File: config.mk
export PLATFORM = sky130hd
export DESIGN_NAME = sequenciador_rega
export DESIGN_NICKNAME = d
export VERILOG_FILES = /design/src/rtl/rega_pkg.sv /design/src/rtl/rega_timer.sv /design/src/rtl/sequenciador_rega.sv
export SDC_FILE = /design/constraint.sdc
export NUM_CORES = 1
export LEC_CHECK = 0
export ABC_AREA = 1
export CAP_MARGIN = 15
export CORE_ASPECT_RATIO = 1.4
export CORE_MARGIN = 4
export CORE_UTILIZATION = 54
export CTS_BUF_LIST = sky130_fd_sc_hd__clkbuf_2
export CTS_CLUSTER_SIZE = 8
export DETAILED_ROUTE_END_ITERATION = 16
export GPL_TIMING_DRIVEN = 0
export PLACE_DENSITY = 0.82
export SLEW_MARGIN = 20
export SYNTH_ARGS = -nofsm -noshare
export SYNTH_HDL_FRONTEND = slang
export SYNTH_SLANG_ARGS = --single-unit
File: constraint.sdc
create_clock -name Clk -period 2.6 [get_ports Clk]
set_clock_uncertainty 0.15 [all_clocks]
set_input_delay 0.52 -clock Clk [delete_from_list [all_inputs] [get_ports Clk]]
set_output_delay 0.52 -clock Clk [all_outputs]
set_load 0.02 [all_outputs]
File: src/rtl/rega_pkg.sv
// Shared definitions for the irrigation cycle controller.
// Contents: state codes (IDLE..ALARME), tank level constants and default phase durations.
package rega_pkg;

    typedef enum logic [2:0] {
        IDLE    = 3'd0,
        ENCHER  = 3'd1,
        REGA    = 3'd2,
        MISTURA = 3'd3,
        LIMPEZA = 3'd4,
        ALARME  = 3'd5
    } estado_e;

    localparam logic [1:0] NV_VAZIO = 2'b00;
    localparam logic [1:0] NV_CHEIO = 2'b11;

    localparam int unsigned TW_DEF      = 8;
    localparam int unsigned ASP_T_DEF   = 30;
    localparam int unsigned GOT_T_DEF   = 90;
    localparam int unsigned MIX_T_DEF   = 20;
    localparam int unsigned LIMP_T_DEF  = 10;
    localparam int unsigned FILL_TO_DEF = 120;

endpackage

File: src/rtl/rega_timer.sv
// Loadable down-counter with tick enable, used for phase durations and the fill timeout.
// Ports:
//   Clk   in   clock
//   Rst   in   synchronous active-high reset (count cleared to 0)
//   load  in   load val this cycle; has priority over tick
//   val   in   TW-bit load value
//   tick  in   decrement enable; counter saturates at 0
//   cnt   out  current count
//   zero  out  count == 0
module rega_timer #(
    parameter int unsigned TW = 8
) (
    input  logic          Clk,
    input  logic          Rst,
    input  logic          load,
    input  logic [TW-1:0] val,
    input  logic          tick,
    output logic [TW-1:0] cnt,
    output logic          zero
);

    logic [TW-1:0] cnt_q, cnt_d;

    always_comb begin
        cnt_d = cnt_q;
        if (load) begin
            cnt_d = val;
        end else if (tick && (cnt_q != '0)) begin
            cnt_d = cnt_q - TW'(1);
        end
    end

    always_ff @(posedge Clk) begin
        if (Rst) begin
            cnt_q <= '0;
        end else begin
            cnt_q <= cnt_d;
        end
    end

    assign cnt  = cnt_q;
    assign zero = (cnt_q == '0);

endmodule

File: src/rtl/sequenciador_rega.sv
// Irrigation cycle controller: sequences tank fill, fertilizer mix, line cleaning and
// irrigation (sprinkler or drip) from a 1 Hz tick, one phase at a time.
// Ports:
//   Clk, Rst          clock, synchronous active-high reset
//   tick              1-cycle 1 Hz enable
//   rega_req          irrigation demand (level)
//   tipo_asp          1 = sprinkler, 0 = drip; sampled when irrigation starts
//   adub_req          fertilization request pulse (latched)
//   nivel             tank level 00 empty .. 11 full
//   A, G, Ve, Mist, Limp  registered valve / mixer outputs, at most one active
//   ocupado, estado   busy flag and current state code
//   tempo_rest        ticks left in a timed phase, 0 otherwise
//   alarme            fill timeout latched
// Optional feature macro: SEQ_ALARME_EN enables the fill timeout and the ALARME state;
// without it ENCHER waits indefinitely and alarme is tied 0.
module sequenciador_rega
    import rega_pkg::*;
#(
    parameter int unsigned TW      = TW_DEF,
    parameter int unsigned ASP_T   = ASP_T_DEF,
    parameter int unsigned GOT_T   = GOT_T_DEF,
    parameter int unsigned MIX_T   = MIX_T_DEF,
    parameter int unsigned LIMP_T  = LIMP_T_DEF,
    parameter int unsigned FILL_TO = FILL_TO_DEF
) (
    input  logic          Clk,
    input  logic          Rst,
    input  logic          tick,
    input  logic          rega_req,
    input  logic          tipo_asp,
    input  logic          adub_req,
    input  logic [1:0]    nivel,
    output logic          A,
    output logic          G,
    output logic          Ve,
    output logic          Mist,
    output logic          Limp,
    output logic          ocupado,
    output logic [2:0]    estado,
    output logic [TW-1:0] tempo_rest,
    output logic          alarme
);

    estado_e state_q, state_d;
    logic    pend_q, pend_d;
    logic    tipo_q, tipo_d;
    // Set while ENCHER was entered from REGA, so the return keeps the remaining time.
    logic    resume_q, resume_d;
    logic    a_q, a_d, g_q, g_d, ve_q, ve_d, mist_q, mist_d, limp_q, limp_d;

    logic          pend_eff;
    logic          entering;
    logic          fresh_rega;
    logic          timed_q;
    logic          ph_load, ph_tick, ph_zero;
    logic [TW-1:0] ph_val, ph_cnt;
    logic          fill_zero;

    // A request pulse in this cycle counts as already pending.
    assign pend_eff = pend_q | adub_req;
    assign timed_q  = (state_q == REGA) || (state_q == MISTURA) || (state_q == LIMPEZA);

    always_comb begin
        state_d = state_q;
        unique case (state_q)
            IDLE: begin
                if (pend_eff) begin
                    state_d = (nivel != NV_CHEIO) ? ENCHER : MISTURA;
                end else if (rega_req) begin
                    state_d = (nivel == NV_VAZIO) ? ENCHER : REGA;
                end
            end
            ENCHER: begin
                if ((nivel == NV_CHEIO) || (!pend_eff && (nivel != NV_VAZIO))) begin
                    if (pend_eff) begin
                        state_d = MISTURA;
                    end else if (rega_req) begin
                        state_d = REGA;
                    end else begin
                        state_d = IDLE;
                    end
                end else if (fill_zero) begin
                    state_d = ALARME;
                end
            end
            REGA: begin
                if (ph_zero || !rega_req) begin
                    state_d = LIMPEZA;
                end else if (nivel == NV_VAZIO) begin
                    state_d = ENCHER;
                end
            end
            MISTURA: begin
                if (ph_zero) begin
                    state_d = LIMPEZA;
                end
            end
            LIMPEZA: begin
                if (ph_zero) begin
                    state_d = IDLE;
                end
            end
            ALARME:  state_d = ALARME;
            default: state_d = IDLE;
        endcase
    end

    always_comb begin
        entering   = (state_d != state_q);
        fresh_rega = entering && (state_d == REGA) && !((state_q == ENCHER) && resume_q);

        resume_d = resume_q;
        if ((state_q == REGA) && (state_d == ENCHER)) begin
            resume_d = 1'b1;
        end else if ((state_q == ENCHER) && entering) begin
            resume_d = 1'b0;
        end

        tipo_d = fresh_rega ? tipo_asp : tipo_q;
        pend_d = (entering && (state_d == MISTURA)) ? 1'b0 : pend_eff;

        ph_load = entering && ((state_d == MISTURA) || (state_d == LIMPEZA) || fresh_rega);
        ph_tick = tick && timed_q;
        unique case (state_d)
            REGA:    ph_val = tipo_asp ? TW'(ASP_T) : TW'(GOT_T);
            MISTURA: ph_val = TW'(MIX_T);
            LIMPEZA: ph_val = TW'(LIMP_T);
            default: ph_val = '0;
        endcase

        a_d    = (state_d == REGA) && tipo_d;
        g_d    = (state_d == REGA) && !tipo_d;
        ve_d   = (state_d == ENCHER);
        mist_d = (state_d == MISTURA);
        limp_d = (state_d == LIMPEZA);
    end

    rega_timer #(
        .TW (TW)
    ) u_fase (
        .Clk  (Clk),
        .Rst  (Rst),
        .load (ph_load),
        .val  (ph_val),
        .tick (ph_tick),
        .cnt  (ph_cnt),
        .zero (ph_zero)
    );

`ifdef SEQ_ALARME_EN
    logic          fill_load, fill_tick;
    logic [TW-1:0] fill_cnt;
    logic          alarme_q, alarme_d;

    // Reloaded on every ENCHER entry; counts only while filling.
    assign fill_load = entering && (state_d == ENCHER);
    assign fill_tick = tick && (state_q == ENCHER);
    assign alarme_d  = (state_d == ALARME);

    rega_timer #(
        .TW (TW)
    ) u_enchimento (
        .Clk  (Clk),
        .Rst  (Rst),
        .load (fill_load),
        .val  (TW'(FILL_TO)),
        .tick (fill_tick),
        .cnt  (fill_cnt),
        .zero (fill_zero)
    );

    logic unused_fill_cnt;
    assign unused_fill_cnt = ^fill_cnt;

    always_ff @(posedge Clk) begin
        if (Rst) begin
            alarme_q <= 1'b0;
        end else begin
            alarme_q <= alarme_d;
        end
    end

    assign alarme = alarme_q;
`else
    logic unused_fill_to;
    assign unused_fill_to = ^FILL_TO;
    assign fill_zero      = 1'b0;
    assign alarme         = 1'b0;
`endif

    always_ff @(posedge Clk) begin
        if (Rst) begin
            state_q  <= IDLE;
            pend_q   <= 1'b0;
            tipo_q   <= 1'b0;
            resume_q <= 1'b0;
            a_q      <= 1'b0;
            g_q      <= 1'b0;
            ve_q     <= 1'b0;
            mist_q   <= 1'b0;
            limp_q   <= 1'b0;
        end else begin
            state_q  <= state_d;
            pend_q   <= pend_d;
            tipo_q   <= tipo_d;
            resume_q <= resume_d;
            a_q      <= a_d;
            g_q      <= g_d;
            ve_q     <= ve_d;
            mist_q   <= mist_d;
            limp_q   <= limp_d;
        end
    end

    assign A          = a_q;
    assign G          = g_q;
    assign Ve         = ve_q;
    assign Mist       = mist_q;
    assign Limp       = limp_q;
    assign ocupado    = (state_q != IDLE);
    assign estado     = state_q;
    assign tempo_rest = timed_q ? ph_cnt : '0;

endmodule

==> results.md <==
- Max Fclk: 0.410 GHz
- Slew Viols, Final: 0
- Share of the synthesized area in the top cell type: 27.6%
- Count leader, synth: nand2_1
- Status: complete, no violations
- Top FF cell, synth: dfxtp_1
- # Post-CTS Setup Buffers: 0
- # DRC: 0
- CTS clk-pin slew, worst paths: 190 ps
- Via count: 1339
- Avg Inst Size Synth: 6.75 sq um
- Synth top area cells: dfxtp_1 (28%), nand2_1 (10%), nor2_1 (9.0%)
- Met2 usage: 38.6%
- Worst reg2reg endpoint: u_fase.cnt[7]$_SDFFE_PP0P_
- Top cell type by total area after synthesis: dfxtp_1
- Wirelength, routed: 3130 um
- Nature of the critical path startpoint: flip-flop
- Synth async-reset ratio: 0%
- Post-synth EDFFs: 0
- Gr busiest metal: met2
- Initial Utilization: 56.9%
- Nets: 243
- First-pass GRT wire length: 5590 um
- Vias in the first global route: 1378
- Worst Tran Pin Value: 538 ps
- # IOs: 26
- Area Overhead vs Synth: 21.5%
- DRT iter0 DRCs: 24
- CTS buffer count: 3
- Reg-to-Reg Start: u_fase.cnt[0]$_SDFFE_PP0P_
- N_diodes: 0
- Worst reg2reg setup slack: 300 ps
- Pre-CTS setup slack: -55.3 ps
- GRT Util Overall: 21.2%
- Initial antenna violation count: 0
- Top post-synthesis cells by count: nand2_1 (37), nor2_1 (33), dfxtp_1 (19), nand3_1 (19), inv_1 (16)
- Dpl hpwl: 2510 um
- Hold WC Path Type: flip-flop to flip-flop
- Setup CP Type: flip-flop to output port
- Minimum clock period: 2440 ps
- RD Place Congestion: 0.836
- Final Hold Violating Endpoints: 0
- Fin crit share: 93.8%
- Maximum vdd drop: 0.924 mV
- Syn Std Cell Area: 1380 sq um
- # port buffers: 24
- Synth Warn #: 0
- Count of final setup violators: 0
- Total gr overflow: 0
- Hold EP: resume_q$_SDFFE_PP0P_
- R2R cell count: 10
- Synth Register Bits: 19
- # rows: 21
- WL/cell: 11.8 um
- RSZ-0062 raised after global routing: no
- CTS Root Cell: clkbuf_2
- Clock Path Buffers: 2
- Met3 Use GR: 3.53%
- Die height: 67.7 um
- Syn nets: 214
- Seq/Total Area, Yosys: 27.6%
- Clk_lat worst skew: 340 ps
- Power, Total: 2.23 mW
- CTS tree: done
- Met1 GRT Util: 22.7%
- CP Capture Type: output port
- Core Area: 2420 sq um
- Hold depth: 2
- Clk sinks: 19
- Die ar.: 3430 sq um
- Largest net degree at the start of global routing: 12
- Instance area at placement: 1660 sq um
- Critical path arrival: 1770 ps
- Pwr dens: 1340 nW/um^2
- Drt via density: 5.03
- H-tree depth: 1
- Die W: 50.7 um
- Setup WS post-layout: 162 ps
- Synth unique cells: 29
- Critical Path RT: 1930 ps
- Final instance area: 1670 sq um
- Maximum fanout along the worst path: 8
- Lkg Pwr: 0.830 nW
- Max reg flops: 8
- Max-cap violation count: 0
- Layout cells sized above 1: 24.6%
- Relative max-transition margin: 63.8%
- Remaining antenna violation count: 0
- DRT Pass-1 Iters: 4
- Cells after synthesis: 204
- Hold path startpoint: resume_q$_SDFFE_PP0P_
-- repair_timing --
item                                    4_1_cts  5_1_grt
gates resized for setup                      10        0
endpoints found under the setup margin        8        0
endpoints found under the hold margin         0        0
hold buffers                                  0        0
-- per-stage QoR --
stage | hold slack (ps) | cells | TNS [ps] | utilization [%]
after floorplan | 301 | 204 | 0 | -
after global placement | 317 | 262 | -39.9 | 68.6
after detailed placement | 338 | 262 | -241 | 68.6
after CTS | 361 | 266 | 0 | 69.2
after global routing | 397 | 266 | 0 | 69.2
final | 353 | 266 | 0 | 69.2
-- power breakdown --
group          switching, mW  internal (mW)  total (mW)
logic                   1.04          0.597        1.64
clock network          0.106         0.0348       0.141
registers             0.0779          0.381       0.459
total                   1.22           1.01        2.23
-- cells by family (layout without fill, tap and decap cells) --
family | count (synthesis) | in the layout | synth area share [%]
AO/OA/AOI/OAI | 14 | 14 | 5.82
XOR/XNOR | 7 | 7 | 4.45
adder cells (fa/ha/maj) | 2 | 2 | 1.82
buffers and inverters | 33 | 61 | 9.82
flip-flops | 19 | 19 | 27.6
other | 1 | 1 | 0.272
AND/OR/NAND/NOR | 128 | 128 | 50.2
-- how the worst max path moves through the flow --
stage / startpoint / endpoint / slack, ps / cells past startpoint
finish: estado[0]$_SDFF_PP0_ / tempo_rest[6] / 160 / 6
global route: estado[0]$_SDFF_PP0_ / tempo_rest[0] / 40 / 6
CTS: estado[0]$_SDFF_PP0_ / tempo_rest[6] / 160 / 6
detailed placement: rega_req / u_fase.cnt[3]$_SDFFE_PP0P_ / -60 / 12
global placement: adub_req / u_fase.cnt[6]$_SDFFE_PP0P_ / -10 / 13
floorplan: u_fase.cnt[0]$_SDFFE_PP0P_ / u_fase.cnt[1]$_SDFFE_PP0P_ / 620 / 16
-- final cells by class --
type | count | area [sq um]
clock buffers | 3 | 15.0
inverters | 31 | 116
fillers | 231 | 746
repair buffers | 24 | 230
multi-input cells | 152 | 861
plain buffers | 2 | 18.8
well taps | 34 | 42.5
flip-flops and latches | 19 | 383
clock inverters | 1 | 5.00
-- layout by cell type (no fill, tap or decap), types with 8 or more instances in the layout --
master and count:
nand2_1 37, nor2_1 33, nand3_1 19, dfxtp_1 17, inv_1 16, clkdlybuf4s50_1 16, inv_2 14, nand2_2 10
nand3_2 8, dlygate4sd2_1 8
-- worst max-delay path: stages (launching register included) --
cell and delay [ps]:
dfxtp_1 480, inv_2 110, nand3_1 130, nand2_1 100
inv_1 220, nor2_1 70, dlygate4sd2_1 320
-- layer usage --
metal	up-vias	wire length [um]
li1	693	-
met1	598	1270
met2	36	1610
met3	12	121
met4	0	127
met5	-	0
(Power assumes the default switching activity.)
